==> src/rtl/serv_rf_ram_bridge.sv <==
// Bridge between SERV's bit-serial register-file port and a WIDTH-bit synchronous RAM.
// Prefetches and deserialises two read operands; packs two serial write streams into RAM words.
module serv_rf_ram_bridge #(
    parameter int WIDTH    = 8,
    parameter int CSR_REGS = 4,
    localparam int CW = $clog2(32 / WIDTH),
    localparam int PW = $clog2(WIDTH),
    localparam int RW = (CSR_REGS != 0) ? 6 : 5,
    localparam int AW = RW + CW
) (
    input  logic          i_clk,
    input  logic          i_rst_n,
    input  logic          i_rreq,
    input  logic [RW-1:0] i_rreg0,
    input  logic [RW-1:0] i_rreg1,
    output logic          o_ready,
    input  logic          i_cnt_en,
    output logic          o_rdata0,
    output logic          o_rdata1,
    input  logic [RW-1:0] i_wreg0,
    input  logic [RW-1:0] i_wreg1,
    input  logic          i_wen0,
    input  logic          i_wen1,
    input  logic          i_wdata0,
    input  logic          i_wdata1,
    output logic [AW-1:0] o_waddr,
    output logic [WIDTH-1:0] o_wdata,
    output logic          o_wen,
    output logic [AW-1:0] o_raddr,
    output logic          o_ren,
    input  logic [WIDTH-1:0] i_rdata
);
    localparam int CWI = (CW > 0) ? CW : 1;
    localparam logic [CWI:0]  LAST_CHUNK = (CWI + 1)'(32 / WIDTH - 1);
    localparam logic [PW-1:0] POS_PF0    = PW'(WIDTH - 3);
    localparam logic [PW-1:0] POS_PF1    = PW'(WIDTH - 2);
    localparam logic [PW-1:0] POS_LAST   = PW'(WIDTH - 1);

    typedef enum logic [1:0] {S_IDLE, S_FETCH1, S_PRIME, S_STREAM} state_t;

    state_t            r_state, w_state_nx;
    logic [4:0]        r_cnt;
    logic [RW-1:0]     r_rreg0, r_rreg1, r_wreg0, r_wreg1;
    logic [WIDTH-1:0]  r_rsh0, r_rsh1, r_rhold0, r_rhold1;
    logic [WIDTH-1:0]  r_wsh0, r_wsh1, r_whold0, r_whold1;
    logic              r_cap0, r_cap1;
    logic              r_wl0, r_wl1, r_wslot0, r_wslot1;
    logic [CWI-1:0]    r_wchunk;

    logic [CWI-1:0]    w_chunk, w_nchunk;
    logic [PW-1:0]     w_pos;
    logic              w_step, w_more, w_pf0, w_pf1, w_bnd, w_start;
    logic              w_wen0, w_wen1;

    // RAM word address {reg, chunk}; chunk collapses to nothing when WIDTH is 32
    function automatic logic [AW-1:0] ram_addr(input logic [RW-1:0] rreg, input logic [CWI-1:0] chunk);
        ram_addr = (AW'(rreg) << CW) | AW'(chunk);
    endfunction

    assign w_chunk  = CWI'(r_cnt >> PW);
    assign w_nchunk = w_chunk + CWI'(1);
    assign w_pos    = r_cnt[PW-1:0];
    assign w_step   = (r_state == S_STREAM) && i_cnt_en;
    assign w_more   = ({1'b0, w_chunk} < LAST_CHUNK);
    assign w_pf0    = w_step && w_more && (w_pos == POS_PF0);
    assign w_pf1    = w_step && w_more && (w_pos == POS_PF1);
    assign w_bnd    = w_step && (w_pos == POS_LAST);
    assign w_start  = (r_state == S_IDLE) && i_rreq && i_rst_n;
    assign w_wen0   = r_wslot0 && r_wl0;
    assign w_wen1   = r_wslot1 && r_wl1;

    assign o_rdata0 = r_rsh0[0];
    assign o_rdata1 = r_rsh1[0];

    // Next state and RAM read port
    always_comb begin
        w_state_nx = r_state;
        o_ren      = 1'b0;
        o_raddr    = '0;
        o_ready    = 1'b0;
        case (r_state)
            S_IDLE: begin
                if (w_start) begin
                    w_state_nx = S_FETCH1;
                    o_ren      = 1'b1;
                    o_raddr    = ram_addr(i_rreg0, '0);
                end else begin
                    w_state_nx = S_IDLE;
                end
            end
            S_FETCH1: begin
                o_ren      = 1'b1;
                o_raddr    = ram_addr(r_rreg1, '0);
                w_state_nx = S_PRIME;
            end
            S_PRIME: begin
                o_ready    = 1'b1;
                w_state_nx = S_STREAM;
            end
            S_STREAM: begin
                if (w_pf0) begin
                    o_ren   = 1'b1;
                    o_raddr = ram_addr(r_rreg0, w_nchunk);
                end else if (w_pf1) begin
                    o_ren   = 1'b1;
                    o_raddr = ram_addr(r_rreg1, w_nchunk);
                end else begin
                    o_ren   = 1'b0;
                end
                if (w_step && (r_cnt == 5'd31)) begin
                    w_state_nx = S_IDLE;
                end else begin
                    w_state_nx = S_STREAM;
                end
            end
            default: w_state_nx = S_IDLE;
        endcase
    end

    // RAM write port: slot 0 drains port 0, the following cycle drains port 1
    always_comb begin
        o_wen   = w_wen0 || w_wen1;
        o_waddr = '0;
        o_wdata = '0;
        if (w_wen0) begin
            o_waddr = ram_addr(r_wreg0, r_wchunk);
            o_wdata = r_whold0;
        end else if (w_wen1) begin
            o_waddr = ram_addr(r_wreg1, r_wchunk);
            o_wdata = r_whold1;
        end else begin
            o_waddr = '0;
            o_wdata = '0;
        end
    end

    // FSM state, bit counter and operand addresses
    always_ff @(posedge i_clk or negedge i_rst_n) begin
        if (!i_rst_n) begin
            r_state <= S_IDLE;
            r_cnt   <= 5'd0;
            r_rreg0 <= '0;
            r_rreg1 <= '0;
        end else begin
            r_state <= w_state_nx;
            if (w_start) begin
                r_cnt   <= 5'd0;
                r_rreg0 <= i_rreg0;
                r_rreg1 <= i_rreg1;
            end else if (w_step) begin
                r_cnt <= r_cnt + 5'd1;
            end
        end
    end

    // Read side: prefetch capture into hold registers, serial shift-out
    always_ff @(posedge i_clk or negedge i_rst_n) begin
        if (!i_rst_n) begin
            r_cap0   <= 1'b0;
            r_cap1   <= 1'b0;
            r_rhold0 <= '0;
            r_rhold1 <= '0;
            r_rsh0   <= '0;
            r_rsh1   <= '0;
        end else begin
            r_cap0 <= w_pf0;
            r_cap1 <= w_pf1;
            if (r_cap0) r_rhold0 <= i_rdata;
            if (r_cap1) r_rhold1 <= i_rdata;
            if (r_state == S_FETCH1) begin
                r_rsh0 <= i_rdata;
            end else if (w_bnd) begin
                r_rsh0 <= r_rhold0;
            end else if (w_step) begin
                r_rsh0 <= {1'b0, r_rsh0[WIDTH-1:1]};
            end
            // operand 1 may arrive in the very cycle it is needed: bypass the hold register
            if (r_state == S_PRIME) begin
                r_rsh1 <= i_rdata;
            end else if (w_bnd) begin
                r_rsh1 <= r_cap1 ? i_rdata : r_rhold1;
            end else if (w_step) begin
                r_rsh1 <= {1'b0, r_rsh1[WIDTH-1:1]};
            end
        end
    end

    // Write side: serial shift-in, word packing and two-slot drain
    always_ff @(posedge i_clk or negedge i_rst_n) begin
        if (!i_rst_n) begin
            r_wsh0   <= '0;
            r_wsh1   <= '0;
            r_whold0 <= '0;
            r_whold1 <= '0;
            r_wl0    <= 1'b0;
            r_wl1    <= 1'b0;
            r_wchunk <= '0;
            r_wreg0  <= '0;
            r_wreg1  <= '0;
            r_wslot0 <= 1'b0;
            r_wslot1 <= 1'b0;
        end else begin
            if (w_step) begin
                r_wsh0 <= {i_wdata0, r_wsh0[WIDTH-1:1]};
                r_wsh1 <= {i_wdata1, r_wsh1[WIDTH-1:1]};
            end
            if (w_bnd) begin
                r_whold0 <= {i_wdata0, r_wsh0[WIDTH-1:1]};
                r_whold1 <= {i_wdata1, r_wsh1[WIDTH-1:1]};
                r_wl0    <= i_wen0;
                r_wl1    <= i_wen1;
                r_wchunk <= w_chunk;
                r_wreg0  <= i_wreg0;
                r_wreg1  <= i_wreg1;
            end
            r_wslot0 <= w_bnd;
            r_wslot1 <= r_wslot0;
        end
    end

endmodule

==> config.mk <==
export PLATFORM = sky130hd
export DESIGN_NAME = serv_rf_ram_bridge
export DESIGN_NICKNAME = d
export VERILOG_FILES = /design/src/rtl/serv_rf_ram_bridge.sv
export SDC_FILE = /design/constraint.sdc
export NUM_CORES = 1
export LEC_CHECK = 0
export CELL_PAD_IN_SITES_DETAIL_PLACEMENT = 1
export CELL_PAD_IN_SITES_GLOBAL_PLACEMENT = 2
export CORE_UTILIZATION = 37
export CTS_CLUSTER_DIAMETER = 30
export DETAILED_ROUTE_END_ITERATION = 6
export PLACE_DENSITY_LB_ADDON = 0.1
export SLEW_MARGIN = 20
export SYNTH_ARGS = -nofsm -noshare
export SYNTH_HDL_FRONTEND = slang
export SYNTH_SLANG_ARGS = --single-unit
==> constraint.sdc <==
create_clock -name i_clk -period 2.9 [get_ports i_clk]
set_input_delay 0.87 -clock i_clk [delete_from_list [all_inputs] [get_ports i_clk]]
set_output_delay 0.87 -clock i_clk [all_outputs]
set_load 0.005 [all_outputs]
==> results of run 1 <==
-- kinds of logic after synthesis --
| kind of cell | after synthesis | synth area share |
|---|---|---|
| and+or+nand+nor | 106 | 0.1106 |
| DFF | 101 | 0.5345 |
| muxes | 68 | 0.1836 |
| AOI/OAI and AO/OA | 67 | 0.1119 |
| buffers and inverters | 36 | 0.04340 |
| adders and majority gates | 6 | 0.01588 |
-- Yosys cell counts (8+ instances only) --
cell type / number
nand2_1: 51
mux2_4: 30
mux2_2: 27
nand3_1: 10
nor2_1: 12
clkbuf_1: 8
a22o_1: 14
inv_1: 8
mux2i_1: 8
buf_2: 11
a221o_1: 14
dfrtp_1: 101
-- critical path: cells and delay by family --
| family | cells | cell delay, ns |
|---|---|---|
| AOI/OAI and AO/OA | 3 | 0.45 |
| buffers and inverters | 2 | 0.64 |
-- worst paths after layout --
path | endpoint | depth (start not counted) | start | slack [ns]
setup / recovery | o_raddr[4] | 5 | i_rreg0[2] | 0.09
hold / removal | r_rreg1[2] | 1 | i_rst_n | 0.36
setup reg to reg | r_rsh1[3] | 10 | r_state[0] | 0.50
hold reg to reg | r_wslot1 | 0 | r_wslot0 | 0.37
max in group asynchronous | r_wsh1[7] | 3 | i_rst_n | 1.30
min in group i_clk | r_wslot1 | 0 | r_wslot0 | 0.37
-- cell type report --
class                           count  area (µm²)  share of cell area
Sequential cell                   101        2527              0.4176
Timing Repair Buffer              105       975.9              0.1613
Clock inverter                      1       30.03            0.004962
Inverter                            8       30.03            0.004962
Tap cell                          168       210.2             0.03473
Multi-Input combinational cell    247        2014              0.3329
Clock buffer                       14       264.0             0.04362
-- per-stage QoR --
step / total power (µW) / TNS, ns / area, µm²
after floorplan: 3006 / 0 / 4728
after global placement: 3425 / -3.968 / 5756
after detailed placement: 3489 / -4.347 / 5756
after CTS: 4740 / 0 / 6070
after global routing: 4943 / 0 / 6052
final: 4664 / 0 / 6052
-- timing repair --
| item | CTS | global route |
|---|---|---|
| resized for setup | 19 | 8 |
| buffers inserted | 4 | 0 |
| endpoints found under the setup margin | 9 | 5 |
| pin swaps | 2 | 3 |
-- flip-flops by register name (all words and copies together) (netlist names) --
register  cells
r_rsh0        8
r_rhold1      8
r_rreg0       6
r_rreg1       6
r_whold1      8
r_wchunk      2
r_wl1         1
r_wslot0      1
r_wreg0       6
r_wl0         1
r_wslot1      1
r_cnt         5
r_cap1        1
r_whold0      8
r_rsh1        8
r_rhold0      8
r_wreg1       6
r_wsh1        7
r_cap0        1
r_wsh0        7
r_state       2
-- power groups by stage --
stage	logic [µW]	registers, µW	clock network, µW
final	1260	2190	1220
after global placement	1230	2190	0
after CTS	1280	2200	1260
after floorplan	891	2120	0
after global routing	1380	2260	1300
after detailed placement	1270	2220	0
-- metal layers --
metal / up-vias / wire length (µm) / GRT usage
li1: 1552 / - / -
met1: 1687 / 5188 / 0.2388
met2: 59 / 5585 / 0.3116
met3: 11 / 408 / 0.04586
met4: 0 / 134 / 0.05714
met5: - / 0 / 0
==> flow_metrics.env, run 1 <==
export IMPL_synth_area_top_cells="dfrtp_1 (53%), mux2_4 (9.5%), mux2_2 (6.4%)"
export IMPL_ys_flop_type="dfrtp_1"
export IMPL_nNetsFinal=518
export IMPL_post_route_util=0.4956
export IMPL_p_sw_uw=1266
export IMPL_cts_buffers=9
export IMPL_viasPerCell=5.138
export IMPL_timing_final_crit_share=0.9707
export IMPL_pwr_share_comb=0.269
export IMPL_drive_gt1_frac=0.2626
export IMPL_fillerInstances=1347
export IMPL_route_detailed_drc=0
export IMPL_place_inst=625
export IMPL_die_width_um=115.0
export IMPL_worst_pin_slew_ns=0.7431
export IMPL_fin_cells=644
export IMPL_path_cells="clkdlybuf4s50_1, a31o_2, o21ai_0, o211ai_1, buf_2"
export IMPL_outcome="finished clean"
export IMPL_p_sw_frac=0.2713
export IMPL_routed_wl_mm=11.32
export IMPL_grt_pass1_wl_mm=18.73
export IMPL_p_int_uw=3399
export IMPL_clock_skew_ns=0.005944
export IMPL_portBuffers=68
export IMPL_insertion_delay_ns=0.35
export IMPL_grt_pass1_vias=3585
export IMPL_synth_top_cell_by_area="dfrtp_1"
export IMPL_maxCapViolCount=0
export IMPL_ys_warnings_count=0
export IMPL_antenna_found_initial=0
export IMPL_grt_start_max_net_pins=79
export IMPL_cts_tree="built"
export IMPL_first_pass_iters=4
export IMPL_synth_edf_count=0
export IMPL_ys_ff_latch=101
export IMPL_synth_cells=384
export IMPL_vias=3309
export IMPL_design_core_area_um2=12210
export IMPL_setup_viol_count_final=0
export IMPL_clock_sinks=101
export IMPL_root_buffer="clkbuf_16"
export IMPL_async_reset_ff_frac=1.000
export IMPL_clock_path_buffers=2
export IMPL_slew_viol_final=0
export IMPL_critPathMaxStageDelay_ns=0.50
export IMPL_start_util=0.3872
export IMPL_hpwl_mm=7.601
export IMPL_grt_usage=0.1865
export IMPL_pre_cts_ws_ns=-0.5092
export IMPL_p_leak_uw=0.002805
export IMPL_path_clk_slew_ns=0.06
export IMPL_fmax_mhz=355.3
export IMPL_fp_dieArea_um2=13240
export IMPL_peakVddDrop_v=0.0003242
export IMPL_cts_max_level=3
export IMPL_synth_fp_nets=430
export IMPL_gp_congestion=0.7689
export IMPL_grt_overflow_total=0
export IMPL_cp_arrival_ns=1.94
export IMPL_power_density_nw_per_um2=770.7
export IMPL_ys_seq_area_frac=0.5345
export IMPL_dr_first_iter_drc_count=152
export IMPL_layout_commonest_cell="dfrtp_1"
export IMPL_worstPathRequired_ns=2.03
export IMPL_yosysTopAreaCellShare=0.5345
export IMPL_holdBufCountCts=0
export IMPL_path_max_fanout=2
export IMPL_holdWs_ns=0.3559
export IMPL_ant_nets=0
export IMPL_end_kind="output port"
export IMPL_start_kind="primary input"
export IMPL_diodes=0
export IMPL_drt_wirelength_per_cell_um=17.57
export IMPL_clock_power_share=0.261
export IMPL_postLayoutSetupSlackWorst_ns=0.08510
export IMPL_criticalPathCategory="in2out"
export IMPL_hold_path_class="in2async"
export IMPL_finalCriticalPeriod_ns=2.815
export IMPL_die_y_um=115.0
export IMPL_final_cell_mix="dfrtp_1 (101), clkdlybuf4s50_1 (56), nand2_1 (50)"
export IMPL_seq_power_share=0.470
export IMPL_rows=40
export IMPL_area_growth_pct=28.00
export IMPL_io_pins=69
export IMPL_hold_viol=0
export IMPL_slowest_stage="clkdlybuf4s50_1"
export IMPL_synth_avg_cell_area_um2=12.31
export IMPL_relSlewSlack=0.5046
export IMPL_rsz0062_at_grt="no"
export IMPL_synth_cell_types=39
export IMPL_synth_area_um2=4728
Power figures use the tool's default switching activity.
==> inputs of run 2 (changes only) <==
--- a/config.mk
+++ b/config.mk
@@ -7,10 +7,11 @@
 export LEC_CHECK = 0
 export CELL_PAD_IN_SITES_DETAIL_PLACEMENT = 1
 export CELL_PAD_IN_SITES_GLOBAL_PLACEMENT = 2
+export CORE_ASPECT_RATIO = 1.2
 export CORE_UTILIZATION = 37
 export CTS_CLUSTER_DIAMETER = 30
 export DETAILED_ROUTE_END_ITERATION = 6
-export PLACE_DENSITY_LB_ADDON = 0.1
+export PLACE_DENSITY = 0.87
 export SLEW_MARGIN = 20
 export SYNTH_ARGS = -nofsm -noshare
 export SYNTH_HDL_FRONTEND = slang
==> run 2 against run 1 <==
Effect of this change:
- via count grew 2.5%
- global-route usage rose by 0.34 points
- sequential power is essentially flat
- critical path depth unchanged
- register-to-register slack improved by 0.24 ns
- wire length increased by 2.0%
- flip-flop and latch count unchanged
- worst hold slack improved by 0.0063 ns
- final area increased by 0.52%
- first-iteration DRC count increased by 5.3%
- largest power group unchanged
==> flow_metrics.env, run 2 (synthesis results as in run 1) <==
export IMPL_clock_sinks=101
export IMPL_hold_path_class="in2async"
export IMPL_antenna_found_initial=0
export IMPL_cts_tree="built"
export IMPL_clock_skew_ns=0.006646
export IMPL_route_detailed_drc=0
export IMPL_post_route_util=0.4955
export IMPL_vias=3393
export IMPL_ant_nets=0
export IMPL_gp_congestion=0.7930
export IMPL_fp_dieArea_um2=13240
export IMPL_rows=44
export IMPL_grt_pass1_wl_mm=19.85
export IMPL_path_max_fanout=2
export IMPL_start_kind="primary input"
export IMPL_cp_arrival_ns=1.99
export IMPL_power_density_nw_per_um2=776.0
export IMPL_cts_buffers=9
export IMPL_maxCapViolCount=0
export IMPL_grt_start_max_net_pins=49
export IMPL_design_core_area_um2=12280
export IMPL_worst_pin_slew_ns=0.5955
export IMPL_drive_gt1_frac=0.2704
export IMPL_outcome="finished clean"
export IMPL_layout_commonest_cell="dfrtp_1"
export IMPL_peakVddDrop_v=0.0003246
export IMPL_worstPathRequired_ns=2.03
export IMPL_first_pass_iters=4
export IMPL_portBuffers=68
export IMPL_diodes=0
export IMPL_grt_pass1_vias=3861
export IMPL_fin_cells=638
export IMPL_routed_wl_mm=11.54
export IMPL_nNetsFinal=518
export IMPL_hold_viol=0
export IMPL_viasPerCell=5.318
export IMPL_slew_viol_final=0
export IMPL_root_buffer="clkbuf_16"
export IMPL_setup_viol_count_final=0
export IMPL_end_kind="output port"
export IMPL_hpwl_mm=8.143
export IMPL_insertion_delay_ns=0.33
export IMPL_die_width_um=105.2
export IMPL_die_y_um=125.8
export IMPL_fmax_mhz=349.8
export IMPL_criticalPathCategory="in2out"
export IMPL_finalCriticalPeriod_ns=2.858
export IMPL_cts_max_level=3
export IMPL_io_pins=69
export IMPL_relSlewSlack=0.6004
export IMPL_holdBufCountCts=0
export IMPL_path_clk_slew_ns=0.07
export IMPL_area_growth_pct=28.66
export IMPL_dr_first_iter_drc_count=160
export IMPL_start_util=0.3851
export IMPL_clock_path_buffers=2
export IMPL_place_inst=618
export IMPL_grt_overflow_total=0
export IMPL_final_cell_mix="dfrtp_1 (101), clkdlybuf4s50_1 (55), nand2_1 (49)"
export IMPL_grt_usage=0.1899
export IMPL_drt_wirelength_per_cell_um=18.09
export IMPL_rsz0062_at_grt="no"
export IMPL_timing_final_crit_share=0.9857
export IMPL_p_leak_uw=0.002830
[run 2: timing repair]
item / CTS / global route
endpoints found under the setup margin: 9 / 4
buffers inserted: 4 / 0
cloned: 0 / 0
pin swaps: 4 / 2
resized for setup: 24 / 6
[run 2: per-layer routing]
| metal | GRT usage | share of wire |
|---|---|---|
| met3 | 0.03623 | 0.033 |
| met5 | 0 | 0 |
| met4 | 0.07208 | 0.020 |
| met2 | 0.3324 | 0.51 |
| met1 | 0.2307 | 0.43 |
[run 2: path summary, 6_finish.rpt]
path                                  from     endpoint  slack (ns)  cells after the start
worst max-delay path            i_rreg0[5]   o_raddr[7]        0.04                      5
worst max register to register  r_state[0]  r_whold0[5]        0.74                      7
max in group asynchronous          i_rst_n    r_wsh0[1]        1.10                      3
worst min register to register    r_wslot0     r_wslot1        0.39                      0
min in group i_clk                r_wslot0     r_wslot1        0.39                      0
worst min-delay path               i_rst_n   r_rreg0[3]        0.36                      1
[run 2: area by class of cell]
cell class	instances	area (µm²)
clock buffer	13	270.3
multi-input combinational	247	2021
timing repair buffer	105	991.0
fill	1299	6193
inverter	8	30.03
sequential	101	2527
clock inverter	3	42.54
tap	161	201.4
[run 2: per-stage QoR]
step / hold WS [ns] / power [µW] / cell area [µm²] / setup WS (ns) / setup TNS [ns]
final: 0.3622 / 4720 / 6083 / 0.04155 / 0
after global routing: 0.3484 / 5031 / 6083 / 0.005784 / 0
after CTS: 0.3494 / 4787 / 6093 / 0.002066 / 0
after detailed placement: 0.3849 / 3510 / 5747 / -0.4842 / -4.033
after global placement: 0.3503 / 3411 / 5747 / -0.4550 / -3.918
after floorplan: 0.3467 / 3006 / 4728 / 0.3187 / 0
[run 2: critical path: stages]
cell and delay [ns]:
clkdlybuf4s50_1 0.48, a31o_2 0.15, o21ai_0 0.08, o211ai_1 0.18
clkdlybuf4s15_1 0.23
[run 2: power by group]
part	total, µW	switching [µW]	internal [µW]
clock	1240	506	739
sequential	2210	309	1900
combinational	1270	476	794
total	4720	1290	3430
==> inputs of run 3 (changes only) <==
--- a/config.mk
+++ b/config.mk
@@ -12,6 +12,7 @@
 export CTS_CLUSTER_DIAMETER = 30
 export DETAILED_ROUTE_END_ITERATION = 6
 export PLACE_DENSITY = 0.87
+export SETUP_SLACK_MARGIN = 0.4
 export SLEW_MARGIN = 20
 export SYNTH_ARGS = -nofsm -noshare
 export SYNTH_HDL_FRONTEND = slang
==> run 3 against run 2 <==
Effect of this change:
- sequential share of layout area shrank 1.9 points
- critical path depth grew 3
- register-to-register slack lost 0.49 ns
- die area is the same
- critical path type is now reg2out
==> flow_metrics.env, run 3 (synthesis results as in run 1) <==
export IMPL_fp_dieArea_um2=13240
export IMPL_tns_ns=0
export IMPL_nNetsFinal=548
export IMPL_finalCriticalPeriod_ns=2.673
export IMPL_start_util=0.3851
export IMPL_viasPerCell=5.325
export IMPL_peakVddDrop_v=0.0002965
export IMPL_reg2reg_depth=19
export IMPL_critPathMaxStageDelay_ns=0.41
export IMPL_p_int_uw=3538
export IMPL_antenna_found_initial=0
export IMPL_holdBufCountCts=0
export IMPL_end_kind="output port"
export IMPL_fmax_mhz=374.1
export IMPL_design_core_area_um2=12280
export IMPL_rsz0062_at_grt="yes"
export IMPL_diodes=0
export IMPL_relSlewSlack=0.5234
export IMPL_first_pass_iters=4
export IMPL_grt_start_max_net_pins=57
export IMPL_outcome="finished clean"
export IMPL_grt_overflow_total=0
export IMPL_grt_usage=0.2033
export IMPL_p_sw_uw=1438
export IMPL_die_width_um=105.2
export IMPL_p_leak_uw=0.003088
export IMPL_slowest_stage="dfrtp_1"
export IMPL_hold_viol=0
export IMPL_timing_final_crit_share=0.9217
export IMPL_p_sw_frac=0.2889
export IMPL_grt_pass1_vias=3914
export IMPL_io_pins=69
export IMPL_clock_sinks=101
export IMPL_routed_wl_mm=12.82
export IMPL_path_clk_slew_ns=0.07
export IMPL_seq_power_share=0.446
export IMPL_start_kind="flip-flop"
export IMPL_cp_arrival_ns=1.80
export IMPL_setup_viol_count_final=0
export IMPL_path_max_fanout=3
export IMPL_route_detailed_drc=0
export IMPL_power_density_nw_per_um2=778.9
export IMPL_maxCapViolCount=0
export IMPL_drt_wirelength_per_cell_um=19.19
export IMPL_worstPathRequired_ns=2.03
export IMPL_pre_cts_ws_ns=-0.4781
export IMPL_pwr_share_comb=0.305
export IMPL_fillerInstances=1313
export IMPL_cts_tree="built"
export IMPL_clock_skew_ns=0.006753
export IMPL_clock_path_buffers=2
export IMPL_vias=3557
export IMPL_die_y_um=125.8
export IMPL_rows=44
export IMPL_postLayoutSetupSlackWorst_ns=0.2271
export IMPL_layout_commonest_cell="dfrtp_1"
export IMPL_ant_nets=0
export IMPL_gp_congestion=0.7406
export IMPL_cts_max_level=3
export IMPL_grt_pass1_wl_mm=20.94
export IMPL_slew_viol_final=0
export IMPL_dr_first_iter_drc_count=139
export IMPL_hold_path_class="reg2reg"
export IMPL_hpwl_mm=8.071
export IMPL_holdPathStages=0
export IMPL_criticalPathCategory="reg2out"
export IMPL_clock_power_share=0.249
export IMPL_final_cell_mix="dfrtp_1 (99), nand2_1 (47), buf_4 (44)"
export IMPL_insertion_delay_ns=0.35
export IMPL_path_cells="buf_6, ha_4, and3b_2, buf_6, nand2_4, buf_6, nand3_4, buf_6"
export IMPL_root_buffer="clkbuf_16"
export IMPL_portBuffers=68
export IMPL_cts_buffers=9
export IMPL_worst_pin_slew_ns=0.7149
export IMPL_area_growth_pct=35.09
export IMPL_path_common_cell="buf_6"
export IMPL_drive_gt1_frac=0.3846
==> run 3: cell types whose count changed in the layout (fill, tap and decap cells not counted), moves of 3 or more <==
cell,previous run,this run
a21oi_1,7,4
buf_2,1,11
buf_4,32,44
buf_6,2,22
clkbuf_2,3,9
clkdlybuf4s50_1,55,32
dlygate4sd2_1,5,12
ha_1,6,3
==> run 3: critical path, delay by kind of cell (launching register included) <==
kind,cells,cell delay (ns)
adders and majority gates,1,0.16
buffers and inverters,4,0.51
DFF,1,0.41
and+or+nand+nor,3,0.39
==> run 3: final cells by class <==
type	instances	area [µm²]	area share
clock inverters	6	68.82	0.01077
clock buffers	10	239.0	0.03741
multi-input cells	247	2117	0.3314
flip-flops and latches	101	2530	0.3961
inverters	8	30.03	0.004701
repair buffers	135	1201	0.1881
well taps	161	201.4	0.03154
==> run 3: power groups by stage <==
stage / Sequential (µW) / Clock, µW / Combinational, µW
6_report: 2220 / 1240 / 1520
5_1_grt: 2280 / 1330 / 1660
4_1_cts: 2200 / 1270 / 1420
3_5_place_dp: 2220 / 0 / 1270
3_3_place_gp: 2180 / 0 / 1210
2_1_floorplan: 2120 / 0 / 894
==> run 3: timing repair <==
item / 4_1_cts / 5_1_grt
buffers inserted: 29 / 8
endpoints found under the setup margin: 59 / 22
cloned: 2 / 1
gates resized for setup: 103 / 47
hold endpoints to repair: 0 / 0
pin swaps: 16 / 13
==> run 3: per-stage QoR <==
stage / power, µW / std cells / util / cell area [µm²] / hold WS [ns]
2_1_floorplan: 3009 / 384 / - / 4740 / 0.3467
3_3_place_gp: 3388 / 612 / 0.4624 / 5677 / 0.3549
3_5_place_dp: 3491 / 612 / 0.4624 / 5677 / 0.3687
4_1_cts: 4888 / 659 / 0.5088 / 6246 / 0.3826
5_1_grt: 5258 / 668 / 0.5203 / 6387 / 0.3873
6_report: 4975 / 668 / 0.5203 / 6387 / 0.3768
==> run 3: worst paths after layout <==
check	from	end	slack, ns
worst max register to register	r_cnt[0]	r_cnt[0]	0.25
min in group asynchronous	i_rst_n	r_rreg0[4]	0.49
worst min register to register	r_wslot0	r_wslot1	0.38
worst min-delay path	r_wslot0	r_wslot1	0.38
worst max-delay path	r_cnt[0]	o_ren	0.23
max in group asynchronous	i_rst_n	r_cnt[1]	1.08
==> run 3: routing by layer <==
metal | global-route usage | part of all wire | vias to the layer above | wire, µm
met1 | 0.2434 | 0.42 | 1826 | 5415
met4 | 0.08202 | 0.026 | 0 | 339
met3 | 0.03727 | 0.030 | 23 | 386
met5 | 0 | 0 | - | 0
li1 | - | - | 1619 | -
met2 | 0.3587 | 0.52 | 89 | 6680
